===== src/rtl/mul_seq_stream.sv =====
// mul_seq_stream: accepts operand X over valid/ready and streams X*1 .. X*L using a single adder.
// Define MUL_SEQ_STREAM_IDX_EN to expose the current multiplier k on OutIdx.
module mul_seq_stream #(
  parameter int DATA_IN_W  = 5,
  parameter int SEQ_LEN    = 32,
  parameter int LEN_W      = $clog2(SEQ_LEN + 1),
  parameter int DATA_OUT_W = DATA_IN_W + $clog2(SEQ_LEN)
) (
  input  logic                  clk,
  input  logic                  rst,
  input  logic                  InValid,
  output logic                  InReady,
  input  logic [DATA_IN_W-1:0]  DataIn,
  input  logic [LEN_W-1:0]      SeqLenIn,
  input  logic                  Flush,
  output logic                  OutValid,
  input  logic                  OutReady,
  output logic [DATA_OUT_W-1:0] DataOut,
  output logic                  OutLast,
  output logic                  Busy
`ifdef MUL_SEQ_STREAM_IDX_EN
  ,
  output logic [LEN_W-1:0]      OutIdx
`endif
);

  typedef enum logic {S_IDLE, S_RUN} state_t;

  localparam logic [LEN_W-1:0] MAX_LEN = LEN_W'(SEQ_LEN);

  state_t                r_state, w_state_next;
  logic [DATA_IN_W-1:0]  r_x, w_x_next;
  logic [DATA_OUT_W-1:0] r_acc, w_acc_next;
  logic [LEN_W-1:0]      r_k, w_k_next;
  logic [LEN_W-1:0]      r_len, w_len_next;
  logic [LEN_W-1:0]      w_len_norm;
  logic                  w_last, w_beat, w_load;

  // Zero or out-of-range lengths run the full sequence
  assign w_len_norm = (SeqLenIn == '0 || SeqLenIn > MAX_LEN) ? MAX_LEN : SeqLenIn;

  assign w_last   = (r_k == r_len);
  assign w_beat   = (r_state == S_RUN) && OutReady;
  assign InReady  = !Flush && ((r_state == S_IDLE) || (w_beat && w_last));
  assign w_load   = InValid && InReady;

  assign OutValid = (r_state == S_RUN);
  assign OutLast  = OutValid && w_last;
  assign Busy     = OutValid;
  assign DataOut  = r_acc;

`ifdef MUL_SEQ_STREAM_IDX_EN
  assign OutIdx   = r_k;
`endif

  always_comb begin
    w_state_next = r_state;
    w_x_next     = r_x;
    w_acc_next   = r_acc;
    w_k_next     = r_k;
    w_len_next   = r_len;
    if (Flush) begin
      w_state_next = S_IDLE;
    end else if (w_load) begin
      // A load on the last beat chains the next run with no bubble
      w_state_next = S_RUN;
      w_x_next     = DataIn;
      w_acc_next   = DATA_OUT_W'(DataIn);
      w_k_next     = LEN_W'(1);
      w_len_next   = w_len_norm;
    end else if (w_beat) begin
      if (w_last) begin
        w_state_next = S_IDLE;
      end else begin
        w_acc_next = r_acc + DATA_OUT_W'(r_x);
        w_k_next   = r_k + LEN_W'(1);
      end
    end
  end

  always_ff @(posedge clk or posedge rst) begin
    if (rst) begin
      r_state <= S_IDLE;
      r_x     <= '0;
      r_acc   <= '0;
      r_k     <= '0;
      r_len   <= '0;
    end else begin
      r_state <= w_state_next;
      r_x     <= w_x_next;
      r_acc   <= w_acc_next;
      r_k     <= w_k_next;
      r_len   <= w_len_next;
    end
  end

endmodule


===== config.mk =====
export PLATFORM = sky130hd
export DESIGN_NAME = mul_seq_stream
export DESIGN_NICKNAME = d
export VERILOG_FILES = /design/src/rtl/mul_seq_stream.sv
export SDC_FILE = /design/constraint.sdc
export NUM_CORES = 1
export LEC_CHECK = 0
export BUFFER_PORTS_ARGS = -buffer_cell sky130_fd_sc_hd__buf_2
export CAP_MARGIN = 20
export CORE_MARGIN = 3
export CORE_UTILIZATION = 57
export CTS_BUF_LIST = sky130_fd_sc_hd__clkbuf_4
export CTS_CLUSTER_SIZE = 28
export DETAILED_ROUTE_END_ITERATION = 10
export GPL_TIMING_DRIVEN = 1
export MAX_ROUTING_LAYER = met4
export PLACE_DENSITY = 0.82
export REMOVE_ABC_BUFFERS = 1
export SETUP_SLACK_MARGIN = 0.5
export SYNTH_ARGS = -nofsm -noshare
export SYNTH_HDL_FRONTEND = slang
export SYNTH_SLANG_ARGS = --single-unit
export TNS_END_PERCENT = 10

===== constraint.sdc =====
create_clock -name clk -period 2.4 [get_ports clk]
set_clock_uncertainty 0.15 [all_clocks]
set_input_delay 0.24 -clock clk [delete_from_list [all_inputs] [get_ports clk]]
set_output_delay 0.24 -clock clk [all_outputs]
set_load 0.005 [all_outputs]

# Word-level counts from Yosys, hierarchy flattened
# Index checks and enable logic that the tools add are counted.
# W data, S select, Z words.
# word_totals
ff_bits	28
input_bits	16
out_inout_bits	14
wordCells	38
# op_classes
addsub	2
order_cmp	1
n_eq_ne	2
mux	11
bitwise_logic	2
reduce_logical	15
# op_table
cell	count
$mux W10	3
$mux W6	4
$add A10 B5 Y10	1
$add A6 B1 Y6 const B	1
$eq A6 B6 Y1	1
$gt A6 B6 Y1 const B	1
$logic_not A6 Y1	1
$reduce_bool A3 Y1	2
$logic_and A1 B1 Y1	5
$mux W1	4
$reduce_and A2 Y1	2
$reduce_and A3 Y1	1
$logic_or A1 B1 Y1	2
$ne A2 B1 Y1 const B	1
$not A1 Y1	2
$reduce_bool A2 Y1	1
$logic_not A1 Y1	1

# Depth between registers and ports, before layout
# Gate-level depths: netlist (run 1).
# logic_depth
word_depth	7
depth_mapped	7
ltp_nobuf	7

# Worst setup path before layout (run 1)
# No wires, ideal clock.
# synth_path
kind	flip-flop to flip-flop
startpoint	register r_acc[0] (netlist: DataOut[0])
endpoint	register r_acc[8] (netlist: DataOut[8])
setup_time_ns	0.136
arrival_ns	1.751
required_time_ns	2.114
path_slack_ns	0.363
path_stages_with_launch	8
path_buffers	0
synth_period_minus_slack_ns	2.037
cell_sequence	dfrtp_1 -> ha_1 -> fa_1 -> a211oi_1 -> nor2_1 -> o211ai_1 -> or4_1 -> a21oi_1
# synth_via
elab_chain_len	4
# synth_lines
item	line_no	text
start: declaration	33	logic [DATA_OUT_W-1:0] r_acc, w_acc_next;
start signal: assignment	91	r_acc <= w_acc_next;
$add A10 B5 Y10	75	w_acc_next = r_acc + DATA_OUT_W'(r_x);
$mux W10	72	if (w_last) begin
$mux W10	71	end else if (w_beat) begin
$mux W10	64	end else if (w_load) begin
# Every way passes these cells. The select of a mux whose other input is x is not followed.
# A chain may end at the register's enable or synchronous reset.

# Final worst setup path (run 1)
# layout_path
startpoint	register r_k[3]
endpoint	output port InReady
# layout_via
elab_chain_len	4
# layout_lines
item	line_no	text
start: declaration	34	logic [LEN_W-1:0] r_k, w_k_next;
start signal: assignment	92	r_k <= w_k_next;
$eq A6 B6 Y1	42	assign w_last = (r_k == r_len);
$logic_and A1 B1 Y1	44	assign InReady = !Flush && ((r_state == S_IDLE) || (w_beat && w_last));
$logic_or A1 B1 Y1	44	
$logic_and A1 B1 Y1	44	
end: declaration	12	output logic InReady,
# Every way passes these cells.

==> results of run 1 <==
==> worst max path at each step <==
stage	slack (ns)	cells after the start	endpoint	startpoint
5_1_grt	0.21	7	DataOut[6]$_DFFE_PP0P_	r_x[0]$_DFFE_PP0P_
4_1_cts	0.37	6	InReady	r_k[3]$_DFFE_PP0P_
6_report	0.34	6	InReady	r_k[3]$_DFFE_PP0P_
3_5_place_dp	0.23	7	DataOut[8]$_DFFE_PP0P_	DataOut[0]$_DFFE_PP0P_
2_1_floorplan	0.06	5	r_x[2]$_DFFE_PP0P_	r_k[0]$_DFFE_PP0P_
3_3_place_gp	0.33	7	DataOut[8]$_DFFE_PP0P_	DataOut[0]$_DFFE_PP0P_
==> state kept, by name, indices dropped and copies added (netlist names) <==
register and flops:
r_x 5, Busy 1, DataOut 10, r_k 6, r_len 6
==> cell families after synthesis <==
family	count (synthesis)	share of synthesized area, %
buffers and inverters	14	4.52
AND/OR/NAND/NOR	45	15.0
multiplexers	6	3.89
XOR/XNOR	11	6.00
flip-flops	28	43.6
adder cells (fa/ha/maj)	7	5.92
AO/OA/AOI/OAI	56	21.1
==> routing by layer <==
layer,part of all wire [%],track usage (%),routed length (um)
met2,46,42.7,1910
met5,0,-,0
met1,41,31.7,1700
met3,8.2,5.66,335
met4,4.0,15.5,164
==> final cells by class <==
class / count / area, um2
clock buffer: 3 / 22.5
sequential: 28 / 703
multi-input combinational: 125 / 925
fill: 158 / 528
inverter: 7 / 26.3
clock inverter: 1 / 3.75
tap: 30 / 37.5
timing repair buffer: 50 / 322
==> worst max-delay path, cell delays in order (launching register included) <==
cell and delay, ns:
dfrtp_1 0.45, xnor2_1 0.22, and4_4 0.28, a31oi_4 0.09, buf_6 0.13, nor2_1 0.07
buf_2 0.11
==> placed cells by master, fill, tap and decap left out, types with 2 or more instances in the layout <==
cell type / synthesis / layout
a211oi_1: 6 / 5
a21o_1: 4 / 4
a21oi_1: 12 / 11
a21oi_2: 1 / 2
buf_2: 1 / 29
buf_4: 1 / 14
clkbuf_4: 0 / 3
dfrtp_1: 28 / 26
dfrtp_2: 0 / 2
dlygate4sd3_1: 0 / 6
ha_1: 6 / 2
ha_4: 0 / 3
inv_1: 7 / 7
mux2_2: 2 / 2
mux2i_1: 4 / 4
nand2_1: 10 / 10
nand2b_1: 6 / 6
nand3_1: 5 / 5
nand4_1: 3 / 3
nor2_1: 9 / 9
nor3_1: 2 / 2
o21ai_0: 23 / 22
o221a_2: 2 / 2
o31ai_1: 4 / 4
or4_1: 3 / 3
xnor2_1: 11 / 8
xnor2_2: 0 / 3
==> report_power, final <==
part / internal [mW] / total [mW] / switching, mW
clock: 0.0613 / 0.206 / 0.144
sequential: 0.553 / 0.646 / 0.0934
combinational: 0.356 / 0.676 / 0.320
total: 0.970 / 1.53 / 0.557
==> stage by stage <==
| step | instance area [um2] | setup slack, ns | instances | total power [mW] | util, % |
|---|---|---|---|---|---|
| floorplan | 1560 | 0.0624 | 160 | 0.971 | - |
| global placement | 1770 | 0.326 | 223 | 1.10 | 69.1 |
| detailed placement | 1770 | 0.231 | 223 | 1.12 | 69.1 |
| CTS | 2040 | 0.367 | 244 | 1.50 | 79.4 |
| global route | 2040 | 0.210 | 244 | 1.63 | 79.4 |
| finish | 2040 | 0.338 | 244 | 1.53 | 79.4 |
==> repair_timing <==
| item | in CTS | in global routing |
|---|---|---|
| endpoints found under the hold margin | 15 | 0 |
| endpoints found under the setup margin | 26 | 27 |
| setup buffers | 11 | 0 |
| pin swaps | 9 | 1 |
| resized for setup | 18 | 0 |
| hold buffers | 6 | 0 |
==> impl_metrics.prom, run 1 <==
# TYPE chip_impl_metric gauge
chip_impl_metric{name="synth.avg_cell_area",unit="um2"} 9.62
chip_impl_metric{name="slew-limit-headroom",unit="%"} 66.2
chip_impl_metric{name="finalWeightedCongestion",unit=""} 0.805
chip_impl_metric{name="cts_buffer_depth",unit=""} 2
chip_impl_metric{name="area_share_of_the_largest_cell_type_after_synthesis",unit="%"} 43.6
chip_impl_metric{name="vdd.ir_drop.worst",unit="mV"} 0.562
chip_impl_metric{name="power.leakage",unit="nW"} 0.925
chip_impl_metric{name="port_buffers",unit=""} 29
chip_impl_info{name="worst_hold_path.endpoint",value="r_len[1]$_DFFE_PP0P_"} 1
chip_impl_metric{name="achievable-frequency",unit="MHz"} 485
chip_impl_metric{name="die_x",unit="um"} 59.1
chip_impl_metric{name="via_count",unit=""} 1498
chip_impl_info{name="cp-start-kind",value="register"} 1
chip_impl_metric{name="detailed_router_s_first_iteration_violation_count",unit=""} 82
chip_impl_metric{name="top_level_ports",unit=""} 30
chip_impl_info{name="synth-main-ff-cell",value="dfrtp_1"} 1
chip_impl_metric{name="crit_required",unit="ns"} 2.01
chip_impl_metric{name="finalSetupTns",unit="ns"} 0
chip_impl_info{name="outcome",value="complete, no violations"} 1
chip_impl_metric{name="ctsHtreeMaxLevel",unit=""} 1
chip_impl_metric{name="setup_viol",unit=""} 0
chip_impl_metric{name="power_density",unit="nW/um2"} 749
chip_impl_metric{name="synth_edf_count",unit=""} 0
chip_impl_metric{name="detail-route-antenna-nets",unit=""} 0
chip_impl_metric{name="worst_hold_path_cell_count",unit=""} 3
chip_impl_metric{name="die_area",unit="um2"} 3490
chip_impl_info{name="critPathCaptureType",value="output port"} 1
chip_impl_metric{name="ys_ff_latch",unit=""} 28
chip_impl_metric{name="worst-endpoint-arrival",unit="ns"} 1.67
chip_impl_metric{name="drc",unit=""} 0
chip_impl_metric{name="hold_violations",unit=""} 0
chip_impl_metric{name="yosysUniqueCellTypes",unit=""} 35
chip_impl_metric{name="numCtsBuffers",unit=""} 3
chip_impl_metric{name="std_cell_rows",unit=""} 18
chip_impl_info{name="grt_setup_unrepaired",value="yes"} 1
chip_impl_metric{name="dpl.hpwl",unit="um"} 2690
chip_impl_metric{name="die_h",unit="um"} 59.1
chip_impl_info{name="synth.area.top_cells",value="dfrtp_1 (44%), o21ai_0 (7.2%), xnor2_1 (6.0%)"} 1
chip_impl_metric{name="ys_seq_area_share",unit="%"} 43.6
chip_impl_info{name="critical_path_class",value="register to output port"} 1
chip_impl_metric{name="yosysWarnings",unit=""} 0
chip_impl_info{name="synth_common_cells",value="dfrtp_1 (28), o21ai_0 (23), a21oi_1 (12)"} 1
chip_impl_metric{name="r2r.worst_path.cells",unit=""} 7
chip_impl_metric{name="crit_fanout",unit=""} 3
chip_impl_metric{name="first_global_vias",unit=""} 1524
chip_impl_info{name="synthDominantAreaCellType",value="dfrtp_1"} 1
chip_impl_metric{name="worst_pin_slew",unit="ns"} 0.507
chip_impl_metric{name="post_route_cells_drive_above_1_share",unit="%"} 32.7
chip_impl_metric{name="ys_async_sr_fraction",unit="%"} 100
chip_impl_info{name="worst_r2r_endpoint",value="DataOut[8]$_DFFE_PP0P_"} 1
chip_impl_metric{name="drv.max_cap_violation_count",unit=""} 0
chip_impl_metric{name="drt-wirelength-per-cell",unit="um"} 16.8
chip_impl_metric{name="antenna_found_initial",unit=""} 0
chip_impl_metric{name="period_share",unit="%"} 85.9
chip_impl_metric{name="final_net_count",unit=""} 238
chip_impl_metric{name="start_util",unit="%"} 62.6
chip_impl_metric{name="grt_pass1_wl",unit="um"} 6820
chip_impl_metric{name="synthToLayoutAreaGrowth",unit="%"} 26.9
chip_impl_metric{name="avgViaCountPerCell",unit=""} 6.14
chip_impl_metric{name="core-area",unit="um2"} 2570
chip_impl_info{name="tritoncts",value="built"} 1
chip_impl_metric{name="post_synth_instance_area",unit="um2"} 1610
chip_impl_metric{name="drt-total-wl",unit="um"} 4110
chip_impl_info{name="most_numerous_cell_in_the_yosys_netlist",value="dfrtp_1"} 1
chip_impl_metric{name="final_max_slew_viol_count",unit=""} 0
chip_impl_info{name="hold_path_startpoint",value="SeqLenIn[1]"} 1
chip_impl_metric{name="dr.pass1.iters",unit=""} 4
chip_impl_metric{name="worst_setup_hold_path_clk_slew",unit="ns"} 0.14
chip_impl_metric{name="setup.reg_to_reg.worst_slack",unit="ns"} 0.35
chip_impl_metric{name="grt_util_all_layers",unit="%"} 27.0
chip_impl_metric{name="timing.final.crit_period",unit="ns"} 2.06
chip_impl_metric{name="clock-sinks",unit=""} 28
chip_impl_metric{name="latest_clock_arrival_within_the_worst_skew_pair",unit="ns"} 0.34
chip_impl_info{name="min-delay-path-class",value="input pin to register"} 1
chip_impl_info{name="cts-root-buf",value="clkbuf_4"} 1
chip_impl_metric{name="grt_overflow",unit=""} 0
chip_impl_metric{name="insertedDiodeCount",unit=""} 0
chip_impl_metric{name="grt_start_max_net_pins",unit=""} 19
chip_impl_info{name="r2r_start",value="r_x[0]$_DFFE_PP0P_"} 1
chip_impl_metric{name="fin_hold_ws",unit="ns"} 0.00191
chip_impl_metric{name="synth_cells",unit=""} 167
Power figures use the tool's default switching activity.
==> run 2, diff against run 1 <==
Settings changed: CELL_PAD_IN_SITES_DETAIL_PLACEMENT set to 1, CELL_PAD_IN_SITES_GLOBAL_PLACEMENT set to 1, CORE_UTILIZATION 57 to 43, PLACE_DENSITY 0.82 to unset, PLACE_DENSITY_LB_ADDON set to 0.1.
==> run 2 against run 1 <==
Compared with the run above: clock power fell by 2%; register-to-register slack got worse by 0.07 ns; worst hold slack improved by 0.0044 ns; final cell count rose by 6.6%; clock-buffer cell count did not move; die area rose by 29%; sequential share of layout area fell by 0.48 points; power rose by 2.1%; critical path depth rose by 1; core utilization fell by 20 points; first-iteration DRC count fell by 13%; critical path type is now register to register; largest cell class unchanged; highest routed layer unchanged.
==> impl_metrics.prom, run 2 (synthesis results as in run 1) <==
# TYPE chip_impl_metric gauge
chip_impl_info{name="outcome",value="complete, no violations"} 1
chip_impl_metric{name="synthToLayoutAreaGrowth",unit="%"} 28.7
chip_impl_metric{name="insertedDiodeCount",unit=""} 0
chip_impl_metric{name="worst-endpoint-arrival",unit="ns"} 2.21
chip_impl_metric{name="drt-total-wl",unit="um"} 4690
chip_impl_metric{name="dpl.hpwl",unit="um"} 3140
chip_impl_metric{name="final_max_slew_viol_count",unit=""} 0
chip_impl_info{name="cts-root-buf",value="clkbuf_4"} 1
chip_impl_info{name="critPathCaptureType",value="register"} 1
chip_impl_metric{name="timing.final.crit_period",unit="ns"} 2.12
chip_impl_metric{name="post_route_cells_drive_above_1_share",unit="%"} 34.1
chip_impl_metric{name="dpl-instance-area",unit="um2"} 1800
chip_impl_metric{name="die_h",unit="um"} 67.1
chip_impl_metric{name="antenna_found_initial",unit=""} 0
chip_impl_metric{name="setup_viol",unit=""} 0
chip_impl_info{name="tritoncts",value="built"} 1
chip_impl_metric{name="period_share",unit="%"} 88.2
chip_impl_metric{name="avgViaCountPerCell",unit=""} 5.65
chip_impl_metric{name="grt_start_max_net_pins",unit=""} 29
chip_impl_metric{name="grt_overflow",unit=""} 0
chip_impl_metric{name="vdd.ir_drop.worst",unit="mV"} 0.384
chip_impl_metric{name="latest_clock_arrival_within_the_worst_skew_pair",unit="ns"} 0.33
chip_impl_info{name="layout_common_cells",value="buf_2 (29), dfrtp_1 (26), o21ai_0 (22)"} 1
chip_impl_metric{name="layout.filler_cells",unit=""} 402
chip_impl_metric{name="drt-wirelength-per-cell",unit="um"} 18.0
chip_impl_metric{name="numCtsBuffers",unit=""} 3
chip_impl_metric{name="power_density",unit="nW/um2"} 754
chip_impl_metric{name="die_area",unit="um2"} 4510
chip_impl_metric{name="power.leakage",unit="nW"} 0.930
chip_impl_metric{name="fin_area",unit="um2"} 2070
chip_impl_metric{name="slew-limit-headroom",unit="%"} 67.4
chip_impl_metric{name="largest_register_ff_count",unit=""} 10
chip_impl_metric{name="achievable-frequency",unit="MHz"} 473
chip_impl_metric{name="crit_fanout",unit=""} 2
chip_impl_metric{name="hold_violations",unit=""} 0
chip_impl_metric{name="final_net_count",unit=""} 239
chip_impl_metric{name="finalSetupTns",unit="ns"} 0
chip_impl_metric{name="via_count",unit=""} 1469
chip_impl_metric{name="detailed_router_s_first_iteration_violation_count",unit=""} 71
chip_impl_metric{name="start_util",unit="%"} 46.3
chip_impl_metric{name="ctsHtreeMaxLevel",unit=""} 1
chip_impl_metric{name="cts_buffer_depth",unit=""} 2
chip_impl_metric{name="r2r.worst_path.cells",unit=""} 7
chip_impl_metric{name="std_cell_rows",unit=""} 21
chip_impl_metric{name="grt_util_all_layers",unit="%"} 24.7
chip_impl_info{name="min-delay-path-class",value="input pin to register"} 1
chip_impl_info{name="critical_path_class",value="register to register"} 1
chip_impl_metric{name="grt_pass1_wl",unit="um"} 8000
chip_impl_metric{name="core-area",unit="um2"} 3470
chip_impl_metric{name="worst_setup_hold_path_clk_slew",unit="ns"} 0.15
chip_impl_metric{name="crit_required",unit="ns"} 2.49
chip_impl_metric{name="die_x",unit="um"} 67.1
chip_impl_metric{name="placedCellCount",unit=""} 240
chip_impl_metric{name="detail-route-antenna-nets",unit=""} 0
chip_impl_metric{name="top_level_ports",unit=""} 30
chip_impl_metric{name="worst_hold_path_cell_count",unit=""} 3
chip_impl_metric{name="first_global_vias",unit=""} 1620
chip_impl_metric{name="clock-sinks",unit=""} 28
chip_impl_metric{name="drv.max_cap_violation_count",unit=""} 0
chip_impl_metric{name="drc",unit=""} 0
chip_impl_metric{name="worst_pin_slew",unit="ns"} 0.484
chip_impl_metric{name="layoutNonFillerInstCount",unit=""} 260
chip_impl_metric{name="dr.pass1.iters",unit=""} 4
chip_impl_info{name="cp-start-kind",value="register"} 1
chip_impl_metric{name="finalWeightedCongestion",unit=""} 0.789
chip_impl_metric{name="port_buffers",unit=""} 29
chip_impl_info{name="grt_setup_unrepaired",value="yes"} 1
chip_impl_info{name="leading_cell_type_in_the_layout_fill_and_taps_excluded",value="buf_2"} 1
[run 2: changes by cell type in the layout (fill, tap and decap cells not counted), sizes merged]
cell	before	now
buf	44	45
clkinv	1	0
[run 2: final timing paths]
check | startpoint | end | slack [ns]
max reg2reg | r_x[0]$_DFFE_PP0P_ | DataOut[4]$_DFFE_PP0P_ | 0.28
min reg2reg | DataOut[7]$_DFFE_PP0P_ | DataOut[7]$_DFFE_PP0P_ | 0.39
min in group asynchronous | rst | r_len[0]$_DFFE_PP0P_ | 0.34
max in group asynchronous | rst | r_k[2]$_DFFE_PP0P_ | 1.46
max | r_x[0]$_DFFE_PP0P_ | DataOut[4]$_DFFE_PP0P_ | 0.28
min | SeqLenIn[3] | r_len[3]$_DFFE_PP0P_ | 0.006
[run 2: metrics by stage]
step / util (%) / hold slack [ns] / worst slack [ns] / total power, mW
after floorplan: - / 0.155 / 0.0624 / 0.971
after global placement: 51.9 / 0.169 / 0.311 / 1.11
after detailed placement: 51.9 / 0.192 / 0.168 / 1.15
after CTS: 59.0 / 0.00272 / 0.342 / 1.51
after global routing: 59.6 / 0.00149 / 0.167 / 1.68
final: 59.6 / 0.00633 / 0.284 / 1.56
[run 2: per-layer routing]
layer	vias to the layer above	share of wire [%]	wire [um]	GRT usage (%)
met5	-	0	0	-
met4	0	1.1	50	6.58
met3	6	4.4	206	4.89
met2	36	50	2360	44.4
met1	731	44	2070	27.8
li1	696	-	-	-
[run 2: layout make-up]
type	count	area, um2	share of cell area (%)
Tap cell	46	57.6	2.78
Inverter	7	26.3	1.27
Multi-Input combinational cell	125	930	44.9
Timing Repair Buffer	51	329	15.9
Sequential cell	28	703	34.0
Clock buffer	3	22.5	1.09
[run 2: critical path, cell delays in order, from the launching register on]
cell and delay, ns:
dfrtp_1 0.41, ha_2 0.21, fa_2 0.39, buf_4 0.16, a21o_1 0.18, a211oi_1 0.23, o21ai_0 0.13, o221a_2 0.17
[run 2: what timing repair did]
item | in CTS | in global routing
hold buffers | 6 | 0
setup endpoints to repair | 28 | 29
buffers inserted | 10 | 1
pin swaps | 11 | 3
gates resized for setup | 18 | 2
hold endpoints to repair | 33 | 0
gates cloned | 0 | 0
[run 2: report_power, final]
part	internal [mW]	switching (mW)
Sequential	0.552	0.0979
Combinational	0.366	0.342
Clock	0.0591	0.143
Total	0.977	0.583
==> run 3, diff against run 2 <==
Settings changed: CORE_MARGIN 3 to unset.
==> run 3 against run 2 <==
Compared with the run above: register-to-register slack barely moved; clock-buffer cell count did not move; critical endpoint is now DataOut[8]$_DFFE_PP0P_; sequential power fell by 1%; global-route usage rose by 0.83 points; first-iteration DRC count rose by 97%; design area fell by 2.1%; via count rose by 0.34%; critical path depth did not move; power fell by 2.8%; core utilization fell by 1.3 points.
==> impl_metrics.prom, run 3 (synthesis results as in run 1) <==
# TYPE chip_impl_metric gauge
chip_impl_metric{name="clock-sinks",unit=""} 28
chip_impl_metric{name="drt-total-wl",unit="um"} 4720
chip_impl_metric{name="power.sequential.fraction",unit="%"} 42.4
chip_impl_metric{name="post-route-worst-setup-slack",unit="ns"} 0.289
chip_impl_metric{name="final_net_count",unit=""} 235
chip_impl_metric{name="slew-limit-headroom",unit="%"} 62.4
chip_impl_metric{name="finalSetupTns",unit="ns"} 0
chip_impl_metric{name="crit_required",unit="ns"} 2.53
chip_impl_metric{name="synthToLayoutAreaGrowth",unit="%"} 26.0
chip_impl_metric{name="power.leakage",unit="nW"} 0.909
chip_impl_metric{name="final_util",unit="%"} 58.4
chip_impl_metric{name="power_density",unit="nW/um2"} 749
chip_impl_metric{name="port_buffers",unit=""} 29
chip_impl_metric{name="antenna_found_initial",unit=""} 0
chip_impl_info{name="cp-start-kind",value="register"} 1
chip_impl_metric{name="layout.filler_cells",unit=""} 416
chip_impl_metric{name="std_cell_rows",unit=""} 21
chip_impl_metric{name="hold_violations",unit=""} 0
chip_impl_info{name="tritoncts",value="built"} 1
chip_impl_metric{name="latest_clock_arrival_within_the_worst_skew_pair",unit="ns"} 0.34
chip_impl_metric{name="cp_slowest_stage_delay",unit="ns"} 0.42
chip_impl_metric{name="start_util",unit="%"} 46.3
chip_impl_metric{name="dpl.hpwl",unit="um"} 3260
chip_impl_metric{name="grt_pass1_wl",unit="um"} 7540
chip_impl_metric{name="worst_pin_slew",unit="ns"} 0.564
chip_impl_metric{name="grt_start_max_net_pins",unit=""} 29
chip_impl_metric{name="core-area",unit="um2"} 3470
chip_impl_metric{name="fin_hold_ws",unit="ns"} 0.000837
chip_impl_metric{name="crit_fanout",unit=""} 4
chip_impl_metric{name="ctsHtreeMaxLevel",unit=""} 1
chip_impl_info{name="cts-root-buf",value="clkbuf_4"} 1
chip_impl_info{name="grt_setup_unrepaired",value="yes"} 1
chip_impl_metric{name="die_h",unit="um"} 63.1
chip_impl_metric{name="die_area",unit="um2"} 3980
chip_impl_info{name="leading_cell_type_in_the_layout_fill_and_taps_excluded",value="buf_2"} 1
chip_impl_info{name="cp_cell_sequence",value="ha_2 -> fa_2 -> a211oi_2 -> nor2_1 -> o211ai_1 -> o31ai_1 -> a21oi_1"} 1
chip_impl_metric{name="grt_util_all_layers",unit="%"} 25.6
chip_impl_metric{name="setup_viol",unit=""} 0
chip_impl_metric{name="finalWeightedCongestion",unit=""} 0.791
chip_impl_info{name="critical_path_class",value="register to register"} 1
chip_impl_metric{name="place_ws",unit="ns"} 0.212
chip_impl_info{name="layout_common_cells",value="buf_2 (29), dfrtp_1 (25), o21ai_0 (22)"} 1
chip_impl_metric{name="period_share",unit="%"} 88.0
chip_impl_metric{name="largest_register_ff_count",unit=""} 10
chip_impl_metric{name="power.combinational.fraction",unit="%"} 43.5
chip_impl_info{name="critPathSlowestCell",value="dfrtp_1"} 1
chip_impl_metric{name="timing.final.crit_period",unit="ns"} 2.11
chip_impl_metric{name="via_count",unit=""} 1474
chip_impl_metric{name="switching_share",unit="%"} 37.7
chip_impl_metric{name="top_level_ports",unit=""} 30
chip_impl_metric{name="avgViaCountPerCell",unit=""} 5.74
chip_impl_metric{name="dpl-instance-area",unit="um2"} 1790
chip_impl_metric{name="numCtsBuffers",unit=""} 3
chip_impl_metric{name="achievable-frequency",unit="MHz"} 474
chip_impl_info{name="min-delay-path-class",value="input pin to register"} 1
chip_impl_metric{name="first_global_vias",unit=""} 1530
chip_impl_metric{name="internal_power_contribution",unit="mW"} 0.944
chip_impl_metric{name="post_route_cells_drive_above_1_share",unit="%"} 33.6
chip_impl_metric{name="multi_input_comb_area",unit="um2"} 913
chip_impl_metric{name="grt_overflow",unit=""} 0
chip_impl_info{name="critPathCaptureType",value="register"} 1
chip_impl_info{name="outcome",value="complete, no violations"} 1
chip_impl_metric{name="insertedDiodeCount",unit=""} 0
chip_impl_metric{name="drv.max_cap_violation_count",unit=""} 0
chip_impl_metric{name="drt-wirelength-per-cell",unit="um"} 18.4
chip_impl_metric{name="detailed_router_s_first_iteration_violation_count",unit=""} 140
chip_impl_metric{name="layoutNonFillerInstCount",unit=""} 257
chip_impl_metric{name="drc",unit=""} 0
chip_impl_metric{name="placedCellCount",unit=""} 239
chip_impl_metric{name="worst-endpoint-arrival",unit="ns"} 2.24
chip_impl_metric{name="power.total",unit="mW"} 1.52
chip_impl_metric{name="die_x",unit="um"} 63.1
chip_impl_metric{name="vdd.ir_drop.worst",unit="mV"} 0.410
chip_impl_metric{name="dr.pass1.iters",unit=""} 4
chip_impl_metric{name="worst_setup_hold_path_clk_slew",unit="ns"} 0.16
chip_impl_metric{name="detail-route-antenna-nets",unit=""} 0
chip_impl_metric{name="share_clk_of_total_power",unit="%"} 14.1
chip_impl_metric{name="p_switching",unit="mW"} 0.572
chip_impl_metric{name="final_max_slew_viol_count",unit=""} 0
chip_impl_metric{name="fin_area",unit="um2"} 2020
chip_impl_metric{name="layout.area.seq",unit="um2"} 704
chip_impl_metric{name="cts_buffer_depth",unit=""} 2
## run 3: worst paths after layout
check,startpoint,end,slack [ns],cells after the start
min,SeqLenIn[0],r_len[0]$_DFFE_PP0P_,0.0008,3
min reg2reg,DataOut[7]$_DFFE_PP0P_,DataOut[7]$_DFFE_PP0P_,0.39,1
max reg2reg,r_x[0]$_DFFE_PP0P_,DataOut[8]$_DFFE_PP0P_,0.29,7
min in group asynchronous,rst,r_x[2]$_DFFE_PP0P_,0.35,4
max in group asynchronous,rst,r_k[2]$_DFFE_PP0P_,1.46,4
max,r_x[0]$_DFFE_PP0P_,DataOut[8]$_DFFE_PP0P_,0.29,7
## run 3: layout make-up
cell class / instances / share of cell area [%]
well taps: 46 / 2.84
inverters: 7 / 1.30
multi-input cells: 125 / 45.1
flip-flops and latches: 28 / 34.8
clock buffers: 3 / 1.11
repair buffers: 47 / 14.6
clock inverters: 1 / 0.185
## run 3: per-layer routing
metal	global-route usage, %	vias to the layer above	wire (um)
li1	-	690	-
met1	32.1	735	2080
met2	43.1	44	2380
met3	2.54	5	209
met4	8.14	0	58
met5	-	-	0
## run 3: timing repair
item	4_1_cts	5_1_grt
setup endpoints to repair	26	28
hold buffers	5	0
resized for setup	12	9
gates cloned	0	0
pin swaps	7	8
hold endpoints to repair	33	0
buffers inserted	6	3
## run 3: worst max-delay path: cells and delay by family (launching register included)
| family | cells | cell delay, ns |
|---|---|---|
| adders and majority gates | 2 | 0.58 |
| and+or+nand+nor | 1 | 0.09 |
| DFF | 1 | 0.42 |
| AOI/OAI and AO/OA | 4 | 0.80 |
## run 3: power by group through the flow
stage	Sequential, mW	Clock [mW]	Combinational (mW)
floorplan	0.628	0	0.344
global placement	0.637	0	0.472
detailed placement	0.650	0	0.500
CTS	0.637	0.215	0.587
global route	0.655	0.230	0.722
finish	0.643	0.214	0.659
